### config.mk
export PLATFORM = sky130hd
export DESIGN_NAME = point_test_burst_cnt
export DESIGN_NICKNAME = d
export VERILOG_FILES = /design/src/rtl/point_test_burst_cnt.sv
export SDC_FILE = /design/constraint.sdc
export NUM_CORES = 1
export LEC_CHECK = 0
export BUFFER_PORTS_ARGS = -buffer_cell sky130_fd_sc_hd__buf_4
export CAP_MARGIN = 20
export CELL_PAD_IN_SITES_DETAIL_PLACEMENT = 1
export CELL_PAD_IN_SITES_GLOBAL_PLACEMENT = 2
export CORE_AREA = 4 4 50 52
export DETAILED_ROUTE_END_ITERATION = 6
export DIE_AREA = 0 0 54 56
export GPL_TIMING_DRIVEN = 0
export PLACE_DENSITY = 0.79
export SKIP_LAST_GASP = 1
export SLEW_MARGIN = 20
export SYNTH_ARGS = -nofsm -noshare
export SYNTH_HDL_FRONTEND = slang
export SYNTH_SLANG_ARGS = --single-unit
### constraint.sdc
create_clock -name clk -period 1.65 [get_ports clk]
set_input_delay 0.165 -clock clk [delete_from_list [all_inputs] [get_ports clk]]
set_output_delay 0.165 -clock clk [all_outputs]
set_load 0.005 [all_outputs]
### src/rtl/point_test_burst_cnt.sv
// Loadable down-counter timing the mainband pattern burst; saturates at zero.
module point_test_burst_cnt #(
  parameter int unsigned W = 7
) (
  input  logic         clk,
  input  logic         rst,
  input  logic         load_i,
  input  logic         dec_i,
  input  logic [W-1:0] load_val_i,
  output logic [W-1:0] cnt_o,
  output logic         zero_o
);

  logic [W-1:0] cnt_q, cnt_d;

  always_comb begin
    cnt_d = cnt_q;
    if (load_i) begin
      cnt_d = load_val_i;
    end else if (dec_i && (cnt_q != '0)) begin
      cnt_d = cnt_q - 1'b1;
    end
  end

  always_ff @(posedge clk or posedge rst) begin
    if (rst) begin
      cnt_q <= '0;
    end else begin
      cnt_q <= cnt_d;
    end
  end

  assign cnt_o  = cnt_q;
  assign zero_o = (cnt_q == '0);

endmodule

==> results of run 1 <==
per-stage QoR:
step           setup TNS [ps]  setup WS (ps)
2_1_floorplan               0           90.7
4_1_cts                 -14.7          -14.7
3_5_place_dp            -19.9          -19.9
6_report                    0           39.1
3_3_place_gp            -4.50          -4.50
5_1_grt                 -4.32          -4.32
worst min path at each step:
stage	endpoint	slack, ps	cells after the start
after floorplan	cnt_o[0]	-30	1
after global placement	cnt_o[6]	130	2
after detailed placement	cnt_o[2]	150	2
after CTS	cnt_o[1]	110	3
after global routing	cnt_o[1]	110	3
final	cnt_o[1]	110	3
routing by layer:
| metal | GRT usage | up-vias | share of wire |
|---|---|---|---|
| li1 | - | 276 | - |
| met1 | 0.148 | 269 | 0.46 |
| met2 | 0.164 | 15 | 0.47 |
| met3 | 0.0241 | 5 | 0.042 |
| met4 | 0.0747 | 0 | 0.027 |
| met5 | 0 | - | 0 |
cell type report:
type,instances,share of cell area
multi-input cells,45,0.415
flip-flops and latches,7,0.236
repair buffers,23,0.231
well taps,28,0.0461
clock buffers,4,0.0346
inverters,4,0.0198
plain buffers,2,0.0181
power groups by stage:
stage	Combinational, W	Clock (W)	Sequential (W)
after CTS	0.000163	0.000177	0.000227
final	0.000185	0.000171	0.000227
after floorplan	0.0000814	0	0.000225
after detailed placement	0.000152	0	0.000232
after global routing	0.000205	0.000195	0.000231
after global placement	0.000149	0	0.000231
cell usage in the layout, fill, tap and decap left out, types with 3 or more instances in the layout:
cell / count
clkbuf_4: 3
a21oi_1: 6
inv_1: 3
dfrtp_1: 4
nor2_1: 3
nand2_1: 4
nor2b_1: 3
dfrtp_2: 3
buf_4: 22
nand2b_1: 3
cells in the mapped netlist (2+ instances only):
cell	instances
a21oi_1	6
dfrtp_1	7
inv_1	4
nand2_1	4
nand2b_1	3
nor2_1	4
nor2b_1	3
nor3b_1	2
nor4_1	2
o211ai_1	2
cells by family after synthesis:
group	synth area share
compound gates	0.251
fa+ha+maj	0.0248
buf+inv	0.0571
simple gates	0.320
flops	0.347
worst reg2reg max path, stage by stage (launching register included):
cell,delay (ps)
dfrtp_1,380
inv_1,120
ha_4,170
or3b_1,360
nor4b_1,150
o31a_1,270
repair_timing:
item / CTS / global route
setup buffers: 1 / 4
pin swaps: 0 / 1
endpoints found under the hold margin: 7 / 0
hold buffers: 1 / 0
gates resized for setup: 2 / 5
setup endpoints to repair: 2 / 2
==> results.txt, run 1 <==
Starting Density -> 0.239
DR WL/cell -> 13.7 um
Remaining global-route overflow -> 0
Boundary Pins -> 19
CTS tree -> built
Crit Reg-Reg Startpoint -> cnt_o[0]
Status -> completed
Post-DR vias/cell -> 5.00
Crit path time final -> 1610 ps
Yosys cell types -> 31
Placement Cell Area -> 667 um^2
Synth Warn # -> 0
HP Start -> load_val_i[1]
Num CTS Buffers -> 3
N_diodes -> 0
Fin nets -> 98
Total power -> 0.000583 W
Crit path to -> zero_o
Vias post-DR -> 565
Min Hold Slack -> 110 ps
Sequential fraction of the synthesis area -> 0.347
End of the worst register-to-register path -> cnt_o[4]
Critical Path Source -> cnt_o[3]
Switching share of power -> 0.328
Die area -> 3020 um^2
Flop pwr share -> 0.389
Synthesized flop and latch total -> 7
WP depth -> 3
Mapped cell area -> 504 um^2
Antenna violations before repair -> 0
Max cap viols -> 0
P_int -> 0.000392 W
CTS max path bufs -> 2
Area Overhead vs Synth -> 50.6%
CP Class -> flip-flop to output port
Clock sinks -> 7
# placed instances -> 103
Largest net degree at the start of global routing -> 11
Final setup viols -> 0
Largest register FFs -> 7
Post-synth EDFFs -> 0
Clk slew on worst S/H paths -> 60 ps
Buf/Inv on CP -> 1
H-tree depth -> 1
CP max FO -> 6
Syn Inst Count -> 58
Worst EP required -> 1480 ps
Number of DRC markers in iteration 0 -> 7
Clk pwr share -> 0.293
Syn avg cell area -> 8.69 um^2
RSZ-0062 raised after global routing -> yes
Power share of the combinational group -> 0.318
Total Wirelength -> 1550 um
Row count -> 17
Area leader, netlist -> dfrtp_1
CP max-delay cell -> or4_4
Hold/Removal Path Class -> primary input to flip-flop
First-pass GRT wire length -> 2500 um
PortBufs -> 17
CP startpoint kind -> flip-flop
First drt pass iteration count -> 4
Critical Path Max Stage Delay -> 540 ps
Max Transition Viols Final -> 0
Root buffer selected by CTS -> clkbuf_4
Synth Flop Type -> dfrtp_1
Net switching power -> 0.000192 W
Residual DRC count -> 0
Maximum vdd drop -> 0.000412 V
P per Cell Area -> 768 nW/um^2
GPL Wtd Cong -> 0.824
FF/Latch Area -> 179 um^2
Crit end category -> output port
Worst-skew pair later-pin latency -> 260 ps
Synth area leaders -> dfrtp_1 35%, a21oi_1 6.0%, nand2b_1 3.7%, nor2b_1 3.7%, inv_1 3.0%
Die Width -> 54 um
Maximum clock rate -> 621 MHz
Layout cells sized above 1 -> 0.412
Layout Utilization -> 0.361
Worst EP arrival -> 1450 ps
Lkg Pwr -> 0.320 nW
Worst slew margin -> 0.583
Ratio of final minimum period to clock period -> 0.976
Fill count -> 259
Final instance area -> 759 um^2
Die H -> 56 um
Asr flop ratio synth -> 1.00
Top delay family on crit path -> simple AND/OR/NAND/NOR gates
Number of nets with antenna violations after routing -> 0
Post-Syn Nets -> 70
Yosys top cell area share -> 0.347
Final HPWL DP -> 1140 um
Footprint of the multi-input gates -> 315 um^2
Gr usage total -> 0.114
Core area -> 2110 um^2
Layout Cells excl Fill -> 113
Vias in the first global route -> 550
Final Hold Fails -> 0
Crit-path cells -> or4_4 -> nor2_2 -> buf_4
R2r setup slk -> 80 ps
Clock skew -> 5.46 ps
R2R depth -> 5
Slew @ Worst Pin -> 619 ps
Note: power is estimated with default switching activity, not from simulation.
==> run 2, diff against run 1 <==
- PLACE_DENSITY: 0.79 -> 0.75
- clock period: 1.65 -> 1.8 ns (I/O delays scaled with it)
==> results.txt, run 2 (same netlist as run 1, synthesis figures left out) <==
Status -> completed
Maximum clock rate -> 588 MHz
Fill count -> 262
Largest register FFs -> 7
CTS max path bufs -> 2
First-pass GRT wire length -> 2550 um
Vias in the first global route -> 557
Row count -> 17
# placed instances -> 103
GPL Wtd Cong -> 0.770
Layout cells sized above 1 -> 0.300
H-tree depth -> 1
Power share of the combinational group -> 0.278
Setup TNS -> 0 ps
Cts repair resizes -> 0
Max Transition Viols Final -> 0
Clk pwr share -> 0.299
Max cap viols -> 0
Starting Density -> 0.239
Slew @ Worst Pin -> 616 ps
Min Hold Slack -> 132 ps
DR WL/cell -> 14.2 um
RSZ-0062 raised after global routing -> no
Layout Cells excl Fill -> 108
P per Cell Area -> 711 nW/um^2
Setup bufs post-CTS -> 0
Final Hold Fails -> 0
Total Wirelength -> 1530 um
Area Overhead vs Synth -> 39.5%
R2R depth -> 5
Crit Reg-Reg Startpoint -> cnt_o[0]
Fin nets -> 93
Footprint of the multi-input gates -> 300 um^2
Final setup viols -> 0
Crit path time final -> 1700 ps
Worst EP required -> 1620 ps
Gr usage total -> 0.114
N_diodes -> 0
Clock skew -> 1.97 ps
Ratio of final minimum period to clock period -> 0.945
Final HPWL DP -> 1110 um
Flop pwr share -> 0.423
Vias post-DR -> 550
Boundary Pins -> 19
Worst slew margin -> 0.585
Crit end category -> output port
First drt pass iteration count -> 4
Largest net degree at the start of global routing -> 11
Num CTS Buffers -> 3
Remaining global-route overflow -> 0
CP max FO -> 8
Worst-skew pair later-pin latency -> 250 ps
Antenna violations before repair -> 0
Clock sinks -> 7
Clk slew on worst S/H paths -> 60 ps
End of the worst register-to-register path -> cnt_o[4]
Worst EP arrival -> 1520 ps
Root buffer selected by CTS -> clkbuf_4
Most frequent cells in the layout -> 17 x buf_4, 7 x dfrtp_1, 6 x a21oi_1
HP Start -> load_val_i[1]
PortBufs -> 17
Number of DRC markers in iteration 0 -> 8
Lkg Pwr -> 0.300 nW
Net switching power -> 0.000162 W
Die area -> 3020 um^2
Worst hold stages -> 3
Die Width -> 54 um
WHS Endpoint -> cnt_o[1]
Die H -> 56 um
Commonest non-fill, non-tap cell in the layout -> buf_4
CP startpoint kind -> flip-flop
Number of nets with antenna violations after routing -> 0
FF/Latch Area -> 175 um^2
R2r setup slk -> 120 ps
CP Class -> flip-flop to output port
Core area -> 2110 um^2
CTS tree -> built
Post-DR vias/cell -> 5.09
Maximum vdd drop -> 0.000356 V
Hold/Removal Path Class -> primary input to flip-flop
P_int -> 0.000338 W
Switching share of power -> 0.325
Residual DRC count -> 0
## run 2: routing by layer
metal / wire [um] / global-route usage
met3: 73 / 0.0402
met2: 686 / 0.159
met4: 38 / 0.0427
met1: 733 / 0.159
met5: 0 / 0
## run 2: power groups by stage
| stage | sequential (W) | combinational (W) | clock [W] |
|---|---|---|---|
| CTS | 0.000212 | 0.000141 | 0.000158 |
| finish | 0.000212 | 0.000139 | 0.000150 |
| detailed placement | 0.000214 | 0.000139 | 0 |
| global placement | 0.000213 | 0.000137 | 0 |
| floorplan | 0.000206 | 0.0000746 | 0 |
| global route | 0.000217 | 0.000154 | 0.000171 |
## run 2: repair_timing
item                                    in CTS  in global routing
hold buffers                                 1                  0
endpoints found under the hold margin        7                  0
endpoints found under the setup margin       0                  0
## run 2: layout make-up
class | count | share of cell area
clock buffers | 4 | 0.0374
repair buffers | 18 | 0.196
multi-input cells | 45 | 0.427
plain buffers | 2 | 0.0196
well taps | 28 | 0.0498
inverters | 4 | 0.0214
flip-flops and latches | 7 | 0.249
## run 2: critical path: stages (launching register included)
cell and delay [ps]:
dfrtp_1 460, or4_4 580, nor2_1 110, buf_4 120
## run 2: how the worst max path moves through the flow
| stage | from | slack [ps] | depth (start not counted) | end |
|---|---|---|---|---|
| finish | cnt_o[3] | 100 | 3 | zero_o |
| global route | cnt_o[3] | 10 | 3 | zero_o |
| CTS | cnt_o[3] | 80 | 3 | zero_o |
| detailed placement | cnt_o[0] | 130 | 5 | cnt_o[4] |
| global placement | cnt_o[0] | 130 | 5 | cnt_o[4] |
| floorplan | cnt_o[0] | 240 | 5 | cnt_o[4] |
## run 2: per-stage QoR
step	area [um^2]	utilization	power (W)	setup WS [ps]
2_1_floorplan	504	-	0.000281	241
3_3_place_gp	667	0.317	0.000350	127
3_5_place_dp	667	0.317	0.000353	128
4_1_cts	703	0.334	0.000510	84.3
5_1_grt	703	0.334	0.000543	13.8
6_report	703	0.334	0.000500	98.8
==> run 3, diff against run 2 <==
- ABC_AREA: default -> 1
- CORE_AREA: 4 4 50 52 -> 4 4 52 54
- DIE_AREA: 0 0 54 56 -> 0 0 56 58
==> results.txt, run 3 <==
Residual DRC count -> 0
Crit end category -> output port
RSZ-0062 raised after global routing -> no
Power share of the combinational group -> 0.368
Total Wirelength -> 1410 um
Critical Path Source -> cnt_o[0]
Antenna violations before repair -> 0
Synth area leaders -> dfrtp_1 34%, nand2_1 15%, nand3_1 11%, inv_1 6.6%, nor2_2 6.1%
Commonest non-fill, non-tap cell in the layout -> nand2_1
Clock skew -> 2.29 ps
N_diodes -> 0
Cts repair resizes -> 0
Most frequent cell after synthesis -> nand2_1
Synth Flop Type -> dfrtp_1
Final Hold Fails -> 0
GPL Wtd Cong -> 0.728
Post-synth EDFFs -> 0
Clk pwr share -> 0.257
Crit Reg-Reg Startpoint -> cnt_o[0]
P_int -> 0.000364 W
Number of nets with antenna violations after routing -> 0
Footprint of the multi-input gates -> 279 um^2
DR WL/cell -> 11.4 um
H-tree depth -> 1
Post-CTS Hold Fix Bufs -> 1
Hold/Removal Path Class -> primary input to flip-flop
Setup bufs post-CTS -> 0
Largest net degree at the start of global routing -> 11
Row count -> 17
Synthesized flop and latch total -> 7
HP Start -> load_val_i[6]
Syn Inst Count -> 74
Die H -> 58 um
Maximum clock rate -> 607 MHz
Root buffer selected by CTS -> clkbuf_4
Fill count -> 289
Maximum vdd drop -> 0.000405 V
P per Cell Area -> 803 nW/um^2
Vias post-DR -> 545
Fin nets -> 109
Core area -> 2210 um^2
Setup TNS -> 0 ps
Slew @ Worst Pin -> 305 ps
Most frequent cells in the layout -> 21 x nand2_1, 17 x buf_4, 11 x nand3_1
Switching share of power -> 0.361
CP Class -> flip-flop to output port
Asr flop ratio synth -> 1.00
Sequential fraction of the synthesis area -> 0.344
Worst hold stages -> 3
Worst EP arrival -> 1470 ps
Worst EP required -> 1620 ps
Final setup viols -> 0
Layout Utilization -> 0.320
FF/Latch Area -> 175 um^2
Worst-skew pair later-pin latency -> 250 ps
Syn avg cell area -> 6.88 um^2
Flop pwr share -> 0.375
Layout cells sized above 1 -> 0.344
Starting Density -> 0.230
PortBufs -> 17
Net switching power -> 0.000205 W
Die Width -> 56 um
Largest register FFs -> 7
Gr usage total -> 0.0970
Area Overhead vs Synth -> 39.1%
Mapped cell area -> 509 um^2
Post-Syn Nets -> 86
CP max FO -> 6
Clock sinks -> 7
Max Transition Viols Final -> 0
First-pass GRT wire length -> 2420 um
Lkg Pwr -> 0.381 nW
CP startpoint kind -> flip-flop
Post-DR vias/cell -> 4.40
CTS max path bufs -> 2
Vias in the first global route -> 522
Clk slew on worst S/H paths -> 60 ps
Yosys cell types -> 15
Synth cell count leaders -> 21 x nand2_1, 11 x nand3_1, 9 x inv_1, 7 x dfrtp_1
Worst slew margin -> 0.796
First drt pass iteration count -> 4
Status -> completed
Die area -> 3250 um^2
Num CTS Buffers -> 3
R2R depth -> 9
Area leader, netlist -> dfrtp_1
Final HPWL DP -> 1130 um
Max cap viols -> 0
Synth Warn # -> 0
Crit path time final -> 1650 ps
Remaining global-route overflow -> 0
Boundary Pins -> 19
Number of DRC markers in iteration 0 -> 3
Yosys top cell area share -> 0.344
Ratio of final minimum period to clock period -> 0.916
CTS tree -> built
[run 3: cell count changes after synthesis, sizes merged, moves of 3 or more]
cell and delta:
nor2 +4, inv +7, nor2b -3, nand2 +22, nand3 +10, o21ai +6
a21oi -6, nand2b -3
[run 3: cells by family (layout without fill, tap and decap cells)]
group           Yosys count  in the layout  share of synthesized area
compound gates            7              7                     0.0688
fa+ha+maj                 1              1                     0.0246
buf+inv                  12             34                      0.108
flops                     7              7                      0.344
simple gates             47             47                      0.455
[run 3: path summary, 6_finish.rpt]
kind                       slack, ps        to
setup / recovery                 150    zero_o
hold / removal                   130  cnt_o[6]
setup reg to reg                 280  cnt_o[4]
hold reg to reg                  520  cnt_o[6]
max in group asynchronous       1150  cnt_o[3]
min in group asynchronous        420  cnt_o[6]
[run 3: worst max-delay path: stages (launching register included)]
cell and delay [ps]:
dfrtp_1 390, inv_1 170, ha_1 260, nand2_1 110
nor2_2 160, buf_4 130
[run 3: layout make-up]
type	count	area share
tap	28	0.0495
timing repair buffer	18	0.194
clock buffer	4	0.0371
sequential	7	0.247
buffer	1	0.0194
inverter	11	0.0583
multi-input combinational	55	0.394
[run 3: through the flow]
stage / area, um^2 / total power [W] / setup slack (ps) / hold WS [ps] / std cells
floorplan: 509 / 0.000338 / 464 / -16.6 / 74
detailed placement: 672 / 0.000429 / 250 / 152 / 119
finish: 708 / 0.000569 / 151 / 132 / 124
global placement: 672 / 0.000423 / 294 / 149 / 119
CTS: 708 / 0.000581 / 117 / 135 / 124
global route: 708 / 0.000631 / 2.66 / 125 / 124
[run 3: layer usage]
layer  up-vias  part of all wire  track usage
li1        277                 -            -
met1       256              0.42        0.119
met2        12              0.51        0.152
met3         0             0.071       0.0512
met4         0                 0       0.0203
met5         -                 0            0
[run 3: power groups by stage]
stage	Clock (W)	Combinational (W)	Sequential (W)
6_report	0.000146	0.000209	0.000213
3_3_place_gp	0	0.000206	0.000217
5_1_grt	0.000171	0.000241	0.000219
2_1_floorplan	0	0.000126	0.000212
3_5_place_dp	0	0.000212	0.000216
4_1_cts	0.000152	0.000215	0.000214
